[config.mk]
export PLATFORM = sky130hd
export DESIGN_NAME = regfile_port_ctrl
export DESIGN_NICKNAME = d
export VERILOG_FILES = /design/src/rtl/regfile_port_ctrl_pkg.sv /design/src/rtl/regfile_port_ctrl.sv
export SDC_FILE = /design/constraint.sdc
export NUM_CORES = 1
export LEC_CHECK = 0
export CORE_ASPECT_RATIO = 1.2
export CORE_MARGIN = 5
export CORE_UTILIZATION = 24
export CTS_BUF_LIST = sky130_fd_sc_hd__clkbuf_8
export DETAILED_ROUTE_END_ITERATION = 8
export HOLD_SLACK_MARGIN = 0.12
export PLACE_DENSITY = 0.78
export REMOVE_ABC_BUFFERS = 1
export SLEW_MARGIN = 15
export SYNTH_ARGS = -nofsm -noshare
export SYNTH_HDL_FRONTEND = slang
export SYNTH_SLANG_ARGS = --single-unit
[constraint.sdc]
create_clock -name clk -period 3.2 [get_ports clk]
set_clock_uncertainty 0.1 [all_clocks]
set_input_delay 0.96 -clock clk [delete_from_list [all_inputs] [get_ports clk]]
set_output_delay 0.96 -clock clk [all_outputs]
set_load 0.02 [all_outputs]
[src/rtl/regfile_port_ctrl_pkg.sv]
// Shared types for the register-file write-port controller.
//   tag_t        : ROB tag carried in the register-file tag slots
//   reg_id_t     : architectural register index
//   port_state_e : controller state (IDLE arbitrating, WALK clearing tags)
//   clr_port_t   : tag-clear port pair driven into the register file
package regfile_port_ctrl_pkg;

  localparam int TAG_W    = 5;
  localparam int REG_ID_W = 5;
  localparam int DATA_W   = 32;

  typedef logic [TAG_W-1:0]    tag_t;
  typedef logic [REG_ID_W-1:0] reg_id_t;

  typedef enum logic {
    IDLE = 1'b0,
    WALK = 1'b1
  } port_state_e;

  typedef struct packed {
    logic    clr_tag;
    reg_id_t clr_id;
  } clr_port_t;

endpackage

[src/rtl/regfile_port_ctrl.sv]
// Write-port controller in front of the out-of-order register file.
// Arbitrates the single per-cycle update slot between ROB commit (value
// write) and decoder tag allocation, with anti-starvation for the decoder.
// A flush starts a walk that clears the tags of x1..x(NUM_REGS-1), one per
// cycle, while both requesters are stalled.
// Ports:
//   clk, rst              clock, synchronous active-high reset
//   flush                 pipeline flush pulse (restarts the clear walk)
//   rob_*_i / rob_ready_o commit request and acceptance
//   dec_*_i / dec_ready_o tag-allocation request and acceptance
//   load_reg, reg_id_rob, reg_val, tag_rob   commit write to the regfile
//   load_tag, reg_id_decoder, tag_decoder    rename tag write to the regfile
//   clr_tag_o, clr_id_o   forced tag clear of one register
//   flush_busy_o          walk in progress
//   flush_done_o          one-cycle pulse in the first IDLE cycle after a walk
module regfile_port_ctrl
  import regfile_port_ctrl_pkg::*;
#(
  parameter int STARVE_LIMIT = 4,
  parameter int NUM_REGS     = 32
) (
  input  logic              clk,
  input  logic              rst,
  input  logic              flush,
  input  logic              rob_valid_i,
  input  logic [4:0]        rob_rd_i,
  input  logic [31:0]       rob_val_i,
  input  tag_t              rob_tag_i,
  output logic              rob_ready_o,
  input  logic              dec_valid_i,
  input  logic [4:0]        dec_rd_i,
  input  tag_t              dec_tag_i,
  output logic              dec_ready_o,
  output logic              load_reg,
  output logic [4:0]        reg_id_rob,
  output logic [31:0]       reg_val,
  output tag_t              tag_rob,
  output logic              load_tag,
  output logic [4:0]        reg_id_decoder,
  output tag_t              tag_decoder,
  output logic              clr_tag_o,
  output logic [4:0]        clr_id_o,
  output logic              flush_busy_o,
  output logic              flush_done_o
);

  localparam int                CNT_W   = $clog2(STARVE_LIMIT + 1);
  localparam logic [CNT_W-1:0]  CNT_MAX = CNT_W'(STARVE_LIMIT);
  localparam reg_id_t           LAST_ID = reg_id_t'(NUM_REGS - 1);

  port_state_e      state_reg, state_next;
  reg_id_t          clr_id_reg, clr_id_next;
  logic [CNT_W-1:0] starve_cnt_reg, starve_cnt_next;
  logic             done_reg, done_next;

  // A request targeting x0 is a no-op: it is acknowledged but never needs
  // the update slot, so only "real" requests compete.
  logic rob_real, dec_real, starved, accept_window;
  logic rob_grant, dec_grant;
  clr_port_t clr;

  assign rob_real      = rob_valid_i && (rob_rd_i != '0);
  assign dec_real      = dec_valid_i && (dec_rd_i != '0);
  assign starved       = (starve_cnt_reg == CNT_MAX);
  assign accept_window = !rst && !flush && (state_reg == IDLE);

  // Commit normally wins a real-vs-real conflict; a starved decoder flips it.
  assign rob_grant = accept_window && rob_valid_i && !(rob_real && dec_real && starved);
  assign dec_grant = accept_window && dec_valid_i && !(rob_real && dec_real && !starved);

  // State register
  always_ff @(posedge clk) begin
    if (rst) begin
      state_reg      <= IDLE;
      clr_id_reg     <= '0;
      starve_cnt_reg <= '0;
      done_reg       <= 1'b0;
    end else begin
      state_reg      <= state_next;
      clr_id_reg     <= clr_id_next;
      starve_cnt_reg <= starve_cnt_next;
      done_reg       <= done_next;
    end
  end

  // Next-state logic
  always_comb begin
    state_next      = state_reg;
    clr_id_next     = clr_id_reg;
    starve_cnt_next = starve_cnt_reg;
    done_next       = 1'b0;
    if (flush) begin
      // Flush in any state (re)starts the walk at x1; x0 is never cleared.
      state_next      = WALK;
      clr_id_next     = reg_id_t'(1);
      starve_cnt_next = '0;
    end else begin
      unique case (state_reg)
        IDLE: begin
          if (dec_real && !dec_grant)
            starve_cnt_next = starved ? starve_cnt_reg : starve_cnt_reg + 1'b1;
          else
            starve_cnt_next = '0;
        end
        WALK: begin
          if (clr_id_reg == LAST_ID) begin
            state_next  = IDLE;
            clr_id_next = '0;
            done_next   = 1'b1;
          end else begin
            clr_id_next = clr_id_reg + 1'b1;
          end
        end
        default: state_next = IDLE;
      endcase
    end
  end

  // Output logic; everything is held at zero while rst is asserted.
  always_comb begin
    rob_ready_o    = 1'b0;
    dec_ready_o    = 1'b0;
    load_reg       = 1'b0;
    reg_id_rob     = '0;
    reg_val        = '0;
    tag_rob        = '0;
    load_tag       = 1'b0;
    reg_id_decoder = '0;
    tag_decoder    = '0;
    clr            = '0;
    flush_busy_o   = 1'b0;
    flush_done_o   = 1'b0;
    if (!rst) begin
      rob_ready_o  = rob_grant;
      dec_ready_o  = dec_grant;
      flush_done_o = done_reg;
      if (state_reg == WALK) begin
        flush_busy_o = 1'b1;
        clr.clr_tag  = 1'b1;
        clr.clr_id   = clr_id_reg;
      end
      if (rob_grant && rob_real) begin
        load_reg   = 1'b1;
        reg_id_rob = rob_rd_i;
        reg_val    = rob_val_i;
        tag_rob    = rob_tag_i;
      end
      if (dec_grant && dec_real) begin
        load_tag       = 1'b1;
        reg_id_decoder = dec_rd_i;
        tag_decoder    = dec_tag_i;
      end
    end
  end

  assign clr_tag_o = clr.clr_tag;
  assign clr_id_o  = clr.clr_id;

endmodule
## Yosys cells after proc, flatten, opt, wreduce, memory -nomap -nowiden

Cells that the tools add are included.

- Register bits: 10
- Input port bits: 57
- Output and inout bits: 64
- Word-level logic and storage cells: 67

- Add/sub/neg operators: 2
- Eq/ne operators: 3
- Mux-type cells: 30
- Bitwise logic cells: 1
- Reductions and logical operators: 26

Operators with widths:

| cell | count |
|---|---|
| $mux 32 | 2 |
| $mux 5 | 9 |
| $mux 1 | 15 |
| $logic_and 1x1->1 | 14 |
| $mux 6 | 2 |
| $reduce_bool 5->1 | 2 |
| $logic_not 1->1 | 6 |
| $mux 3 | 2 |
| $add 5x1->5 const B | 1 |
| $eq 5x5->1 const B | 1 |
| $add 3x1->3 const B | 1 |
| $eq 3x3->1 const B | 1 |
| $reduce_or 3->1 | 1 |
| $ne 2x2->1 const B | 1 |
| $reduce_and 2->1 | 1 |
| $reduce_bool 2->1 | 1 |
| $reduce_or 2->1 | 1 |
| $not 1->1 | 1 |

## Depth between registers and ports, before layout

Gate-level depths: netlist of the first run.

- Depth in word-level cells: 10
- Depth in mapped cells: 7
- Depth with buffers taken out: 6

## Worst setup path after synthesis of the first run

Ideal clock, no wire load.

- Path type: input to output
- Start: input port dec_rd_i[1]
- End: output port reg_val[22]
- Arrival: 2292 ps
- Setup slack: -152 ps
- Stages on the path: 5
- Cell sequence: or4_4 > o21ai_2 > o211a_1 > buf_2 > and2_1

- Cells in the longest elaborated chain, start to end: 9

RTL lines:

| what | line | RTL |
|---|---|---|
| start: declaration | regfile_port_ctrl.sv:31 | `input logic [4:0] dec_rd_i,` |
| $reduce_bool 5->1 | regfile_port_ctrl.sv:63 | `assign dec_real = dec_valid_i && (dec_rd_i != '0);` |
| $logic_and 1x1->1 | regfile_port_ctrl.sv:63 |  |
| $logic_and 1x1->1 (2 in a row) | regfile_port_ctrl.sv:68 | `assign rob_grant = accept_window && rob_valid_i && !(rob_real && dec_real && starved);` |
| $logic_not 1->1 | regfile_port_ctrl.sv:68 |  |
| $logic_and 1x1->1 | regfile_port_ctrl.sv:68 |  |
| $logic_and 1x1->1 | regfile_port_ctrl.sv:142 | `if (rob_grant && rob_real) begin` |
| $mux 32 | regfile_port_ctrl.sv:142 |  |
| $mux 32 | regfile_port_ctrl.sv:133 | `if (!rst) begin` |
| end: declaration | regfile_port_ctrl.sv:36 | `output logic [31:0] reg_val,` |

Every way passes these cells.

## Final worst setup path of the first run

- Start: input port dec_rd_i[4]
- End: output port reg_val[4]

Same word-level chain as after synthesis.

==> reports/qor.yml, run 1 <==
grt_use_total: 0.187
grt_pass1_wl_um: 7830
ys_seq_area_frac: 0.202
clkLatencyLatePin_ns: 0.23
clock-root-buffer: "clkbuf_8"
largest_register_ffs: 5
grt_max_degree: 12
synth.top_cell.area_share: 0.366
ant_nets: 0
hold_path.class: "reg2reg"
cp-end-kind: "output port"
multi_input_area_um2: 905
rr_worst_depth: 8
grt_setup_unrepaired: "yes"
dieHeight_um: 80.4
worst_slack_ns: -0.354
numCtsBuffers: 3
design_area_um2: 2790
synth_compound_area_frac: 0.130
drive_above_1_share: 0.540
crit_fanout: 5
synthSimpleGateAreaFrac: 0.529
wire_per_inst_um: 16.9
setup_viol_count_final: 56
htree_levels: 1
finalMaxSlewViolations: 0
ys_async_sr_fraction: 0
hpwlAfterDp_um: 3810
synth_adder_area_share: 0.0505
die_x_um: 68.7
via_count: 1564
leakagePower_uw: 0.00132
pin_count: 121
seqCellArea_um2: 200
nets: 347
critPathKind: "in2out"
cts_max_path_buffers: 2
grt.overflow.total: 0
finalHoldViolations: 0
worst_pin_slew_ns: 0.325
viasPerCell: 4.61
route.detailed.drc: 0
max_freq_ghz: 0.281
hold_buffers: 0
worst_ir_drop_vdd_v: 0.000104
place_area_um2: 2340
period_needed_ns: 3.55
portBuffers: 120
setup.worst_path.start_class: "input port"
synthTopCellsByArea: "and2_1 (37%), dfxtp_1 (20%), ha_1 (5.1%), a21oi_1 (3.5%), buf_6 (3.4%)"
drt_iter0_drc: 43
instances_no_fill: 339
whs_ns: 0.407
status: "finished, violations left"
final_common_cell: "buf_6"
synth_edf_count: 0
gp_congestion: 0.776
yosysWarnings: 0
synth_top_area_cell: "and2_1"
cts.sinks: 10
most-common-layout-cells: "buf_6 (52), and2_4 (44), clkdlybuf4s50_1 (43), buf_4 (24), and2_1 (14)"
post-place-ws_ns: -1.16
synth_ff_type: "dfxtp_1"
ys_ff_latch: 10
wl_um: 5740
muxShareOfSynthArea: 0.0101
initial_core_util: 0.249
dieArea_um2: 5520
maxCapViolCount: 0
hold_depth: 2
crit_arrival_ns: 2.49
syn_area_um2: 991
synth.distinct_cells: 34
setup-tns-final_ns: -16.35
crit_required_ns: 2.14
grt_pass1_vias: 1625
relSlewSlack: 0.778
synth_top_family_by_area: "simple AND/OR/NAND/NOR gates"
row_count: 25
clk_pin_slew_ns: 0.05
antenna_found_initial: 0
area_growth_syn_to_layout_pct: 182
cts_tree: "yes"
netlist_instances: 136
synth_xor_area_frac: 0
post-place-cells: 318
p_per_area_nw_per_um2: 181
core_area_um2: 3970
drt_first_pass_iters: 4
post-route-period-util: 1.11
diodes: 0
syn_avg_cell_area_um2: 7.29
fill_cells: 295
violations: "negative setup slack"
## layout make-up
cell class / count / area share
Inverter: 4 / 0.00538
Clock buffer: 4 / 0.0197
Tap cell: 54 / 0.0242
Sequential cell: 10 / 0.0717
Timing Repair Buffer: 153 / 0.555
Multi-Input combinational cell: 114 / 0.324
## worst max-delay path: stages
cell	delay, ns
clkdlybuf4s15_1	0.19
or4_4	0.45
o21ai_4	0.15
o211a_4	0.21
buf_6	0.14
clkbuf_16	0.14
and2_4	0.13
buf_6	0.11
## cell usage after synthesis, types with 2 or more instances
master,n
a21oi_1,7
nor2_1,7
nand2_1,7
nor3_1,2
inv_1,4
ha_1,4
and3_1,2
nor2b_1,2
dfxtp_1,10
a31oi_1,2
and2_1,58
o21ai_0,3
clkbuf_1,3
buf_6,3
or3_1,2
buf_2,2
## repair_timing
action,4_1_cts,5_1_grt
hold endpoints to repair,0,0
cloned,5,2
endpoints found under the setup margin,64,56
setup buffers,11,4
resized for setup,391,36
pin swaps,21,37
## stage by stage
step	total power (µW)	utilization
floorplan	183	-
global placement	304	0.588
detailed placement	306	0.588
CTS	506	0.703
global route	530	0.702
finish	506	0.702
## cell families (layout without fill, tap and decap cells)
kind of cell / Yosys count / count (layout)
AOI/OAI and AO/OA: 20 / 21
adders and majority gates: 4 / 4
buffers and inverters: 13 / 161
DFF: 10 / 10
muxes: 1 / 1
and+or+nand+nor: 88 / 88
## power breakdown
group | leakage (µW) | internal, µW | switching, µW
registers | 0.0000813 | 128 | 2.54
logic | 0.00121 | 135 | 83.2
clock network | 0.0000288 | 108 | 49.6
total | 0.00132 | 370 | 135
## final timing paths
kind                        to  slack, ns         startpoint
max                 reg_val[4]      -0.35        dec_rd_i[4]
min              clr_id_reg[1]       0.41      clr_id_reg[1]
max reg2reg  starve_cnt_reg[1]       1.53  starve_cnt_reg[0]
min reg2reg      clr_id_reg[1]       0.41      clr_id_reg[1]
## per-layer routing
metal / vias to the layer above / global-route usage / part of all wire
met1: 728 / 0.179 / 0.33
met5: - / 0 / 0
met2: 62 / 0.364 / 0.56
li1: 758 / - / -
met4: 0 / 0.0875 / 0.033
met3: 16 / 0.0322 / 0.077
No activity file was read; power rests on OpenSTA's default activity.
==> inputs of run 2 (changes only) <==
- GPL_ROUTABILITY_DRIVEN: default -> 0
- GPL_TIMING_DRIVEN: default -> 0
==> run 2 against run 1 <==
Net effect:
- the flow still finishes with violations (negative setup slack)
- clock-buffer cell count unchanged
- core utilization down 0.25 points
- total power increased by 0.23%
- combinational power shrank 2%
- critical path depth unchanged
- sequential power is essentially flat
- worst hold slack better by 0.0036 ns
- critical endpoint is now reg_val[30]
- global-route usage grew 0.40 points
- cell count is 2.7% lower
- critical path type unchanged
==> reports/qor.yml, run 2 (synthesis results as in run 1) <==
status: "finished, violations left"
violations: "negative setup slack"
hold_buffers: 0  # unchanged
seqCellArea_um2: 200  # unchanged
crit_arrival_ns: 2.50  # about the same
grt_use_total: 0.191  # +0.00400
met1_length_um: 1970  # +4.5%
crit_chain: "buf_6 > or4_4 > o21ai_4 > buf_12 > o211a_4 > buf_6 > and2_4 > buf_6"
post-route-period-util: 1.11  # +0.00244
grt_setup_unrepaired: "yes"
p_per_area_nw_per_um2: 182  # +0.60%
hold_path.class: "reg2reg"
dieHeight_um: 80.4  # unchanged
portBuffers: 120  # unchanged
fill_cells: 287  # -2.7%
whs_ns: 0.411  # +0.00359 ns
setup-tns-final_ns: -16.25  # +0.107 ns
cts_tree: "yes"
htree_levels: 1  # unchanged
cpLargestDelayFamily: "simple AND/OR/NAND/NOR gates"
relSlewSlack: 0.567  # -0.211
grt_pass1_vias: 1500  # -7.7%
grt.overflow.total: 0  # unchanged
max_freq_ghz: 0.281  # -0.22%
finalMaxSlewViolations: 0  # unchanged
largest_register_ffs: 5  # unchanged
cts.sinks: 10  # unchanged
via_count: 1589  # +1.6%
final_common_cell: "buf_6"
internal_power_uw: 363  # -1.9%
drt_iter0_drc: 35  # -19%
initial_core_util: 0.249  # unchanged
setup.worst_path.start_class: "input port"
die_x_um: 68.7  # unchanged
place_area_um2: 2200  # -6.0%
p_total_uw: 507  # +0.23%
grt_pass1_wl_um: 7850  # +0.18%
worst_pin_slew_ns: 0.649  # +0.323 ns
p_switching_uw: 143  # +6.0%
crit_required_ns: 2.14  # about the same
maxCapViolCount: 0  # unchanged
wire_per_inst_um: 18.2  # +7.5%
multi_input_area_um2: 1030  # +14%
clk_pin_slew_ns: 0.05  # about the same
clkLatencyLatePin_ns: 0.24  # about the same
nets: 338  # -2.6%
antenna_found_initial: 0  # unchanged
crit_buf_inv: 4  # unchanged
slowest_delay_ns: 0.54  # +0.09 ns
wl_met2_um: 3370  # +4.4%
path_common_cell: "buf_6"
worst_ir_drop_vdd_v: 0.000118  # +13%
cp-end-kind: "output port"
route.detailed.drc: 0  # unchanged
grt_max_degree: 12  # unchanged
pin_count: 121  # unchanged
crit_fanout: 7  # +2
leakagePower_uw: 0.00128  # -3.1%
critPathKind: "in2out"
dr_wl_met3_um: 490  # +12%
numCtsBuffers: 3  # unchanged
most-common-layout-cells: "buf_6 (59), clkdlybuf4s50_1 (45), and2_4 (41), and2_1 (17), buf_4 (16)"
sequentialPowerShare: 0.261  # +0.004
drive_above_1_share: 0.525  # -0.0150
finalHoldViolations: 0  # unchanged
final_util: 0.700  # -0.00252
slowest_stage: "or4_4"
viasPerCell: 4.82  # +4.4%
dieArea_um2: 5520  # unchanged
worst_slack_ns: -0.361  # -0.00779 ns
highest_layer: "met4"
area_growth_syn_to_layout_pct: 181
row_count: 25  # unchanged
p_sw_frac: 0.283  # +0.0155
setup_viol_count_final: 56  # unchanged
cts_max_path_buffers: 2  # unchanged
ant_nets: 0  # unchanged
p_clk_frac: 0.318  # +0.006
design_area_um2: 2780  # -0.36%
period_needed_ns: 3.56  # +0.00779 ns
hpwlAfterDp_um: 3650  # -4.2%
core_area_um2: 3970  # unchanged
diodes: 0  # unchanged
clock-root-buffer: "clkbuf_8"
p_comb_frac: 0.421  # -0.010
wl_um: 6000  # +4.7%
drt_first_pass_iters: 4  # unchanged
[run 2: cell types whose count changed in the layout (fill, tap and decap cells not counted), sizes merged]
| cell | delta |
|---|---|
| buf | -13 |
| dlymetal6s2s | +5 |
| o211a | +5 |
| clkdlybuf4s15 | -4 |
| clkbuf | -3 |
| clkdlybuf4s50 | +2 |
| dlygate4sd2 | -2 |
| nand2 | +1 |
[run 2: final timing paths]
check / startpoint / endpoint / slack, ns / cells after the start
min reg2reg: starve_cnt_reg[1] / starve_cnt_reg[1] / 0.41 / 2
max reg2reg: starve_cnt_reg[0] / starve_cnt_reg[2] / 1.30 / 5
min: starve_cnt_reg[1] / starve_cnt_reg[1] / 0.41 / 2
max: dec_rd_i[4] / reg_val[30] / -0.36 / 8
[run 2: power by group through the flow]
stage	combinational, µW	clock (µW)	sequential [µW]
after floorplan	50.5	0	133
after global placement	157	0	134
after detailed placement	158	0	134
after CTS	195	165	132
after global routing	224	170	133
final	213	161	132
[run 2: cell type report]
cell class	count	area share
Multi-Input combinational cell	120	0.371
Clock buffer	4	0.0198
Timing Repair Buffer	138	0.508
Inverter	4	0.00540
Sequential cell	10	0.0720
Tap cell	54	0.0243
[run 2: per-layer routing]
metal,vias up,global-route usage
met5,-,0
met4,0,0.0855
met3,16,0.0517
met2,68,0.346
met1,748,0.196
li1,757,-
[run 2: through the flow]
stage          setup WS, ns  instances
3_5_place_dp          -1.58        301
2_1_floorplan        -0.443        127
6_report             -0.361        330
5_1_grt              -0.401        330
3_3_place_gp          -1.54        301
4_1_cts              -0.414        323
[run 2: worst register-to-register path, cell delays in order, from the launching register on]
cell       delay [ns]
dfxtp_1          0.37
inv_1            0.06
ha_1             0.25
nand2_1          0.51
a31oi_1          0.17
a2111oi_0        0.32
[run 2: what timing repair did]
action,4_1_cts,5_1_grt
setup endpoints to repair,64,58
buffers inserted,11,7
pin swaps,38,21
gates cloned,7,0
gates resized for setup,393,45
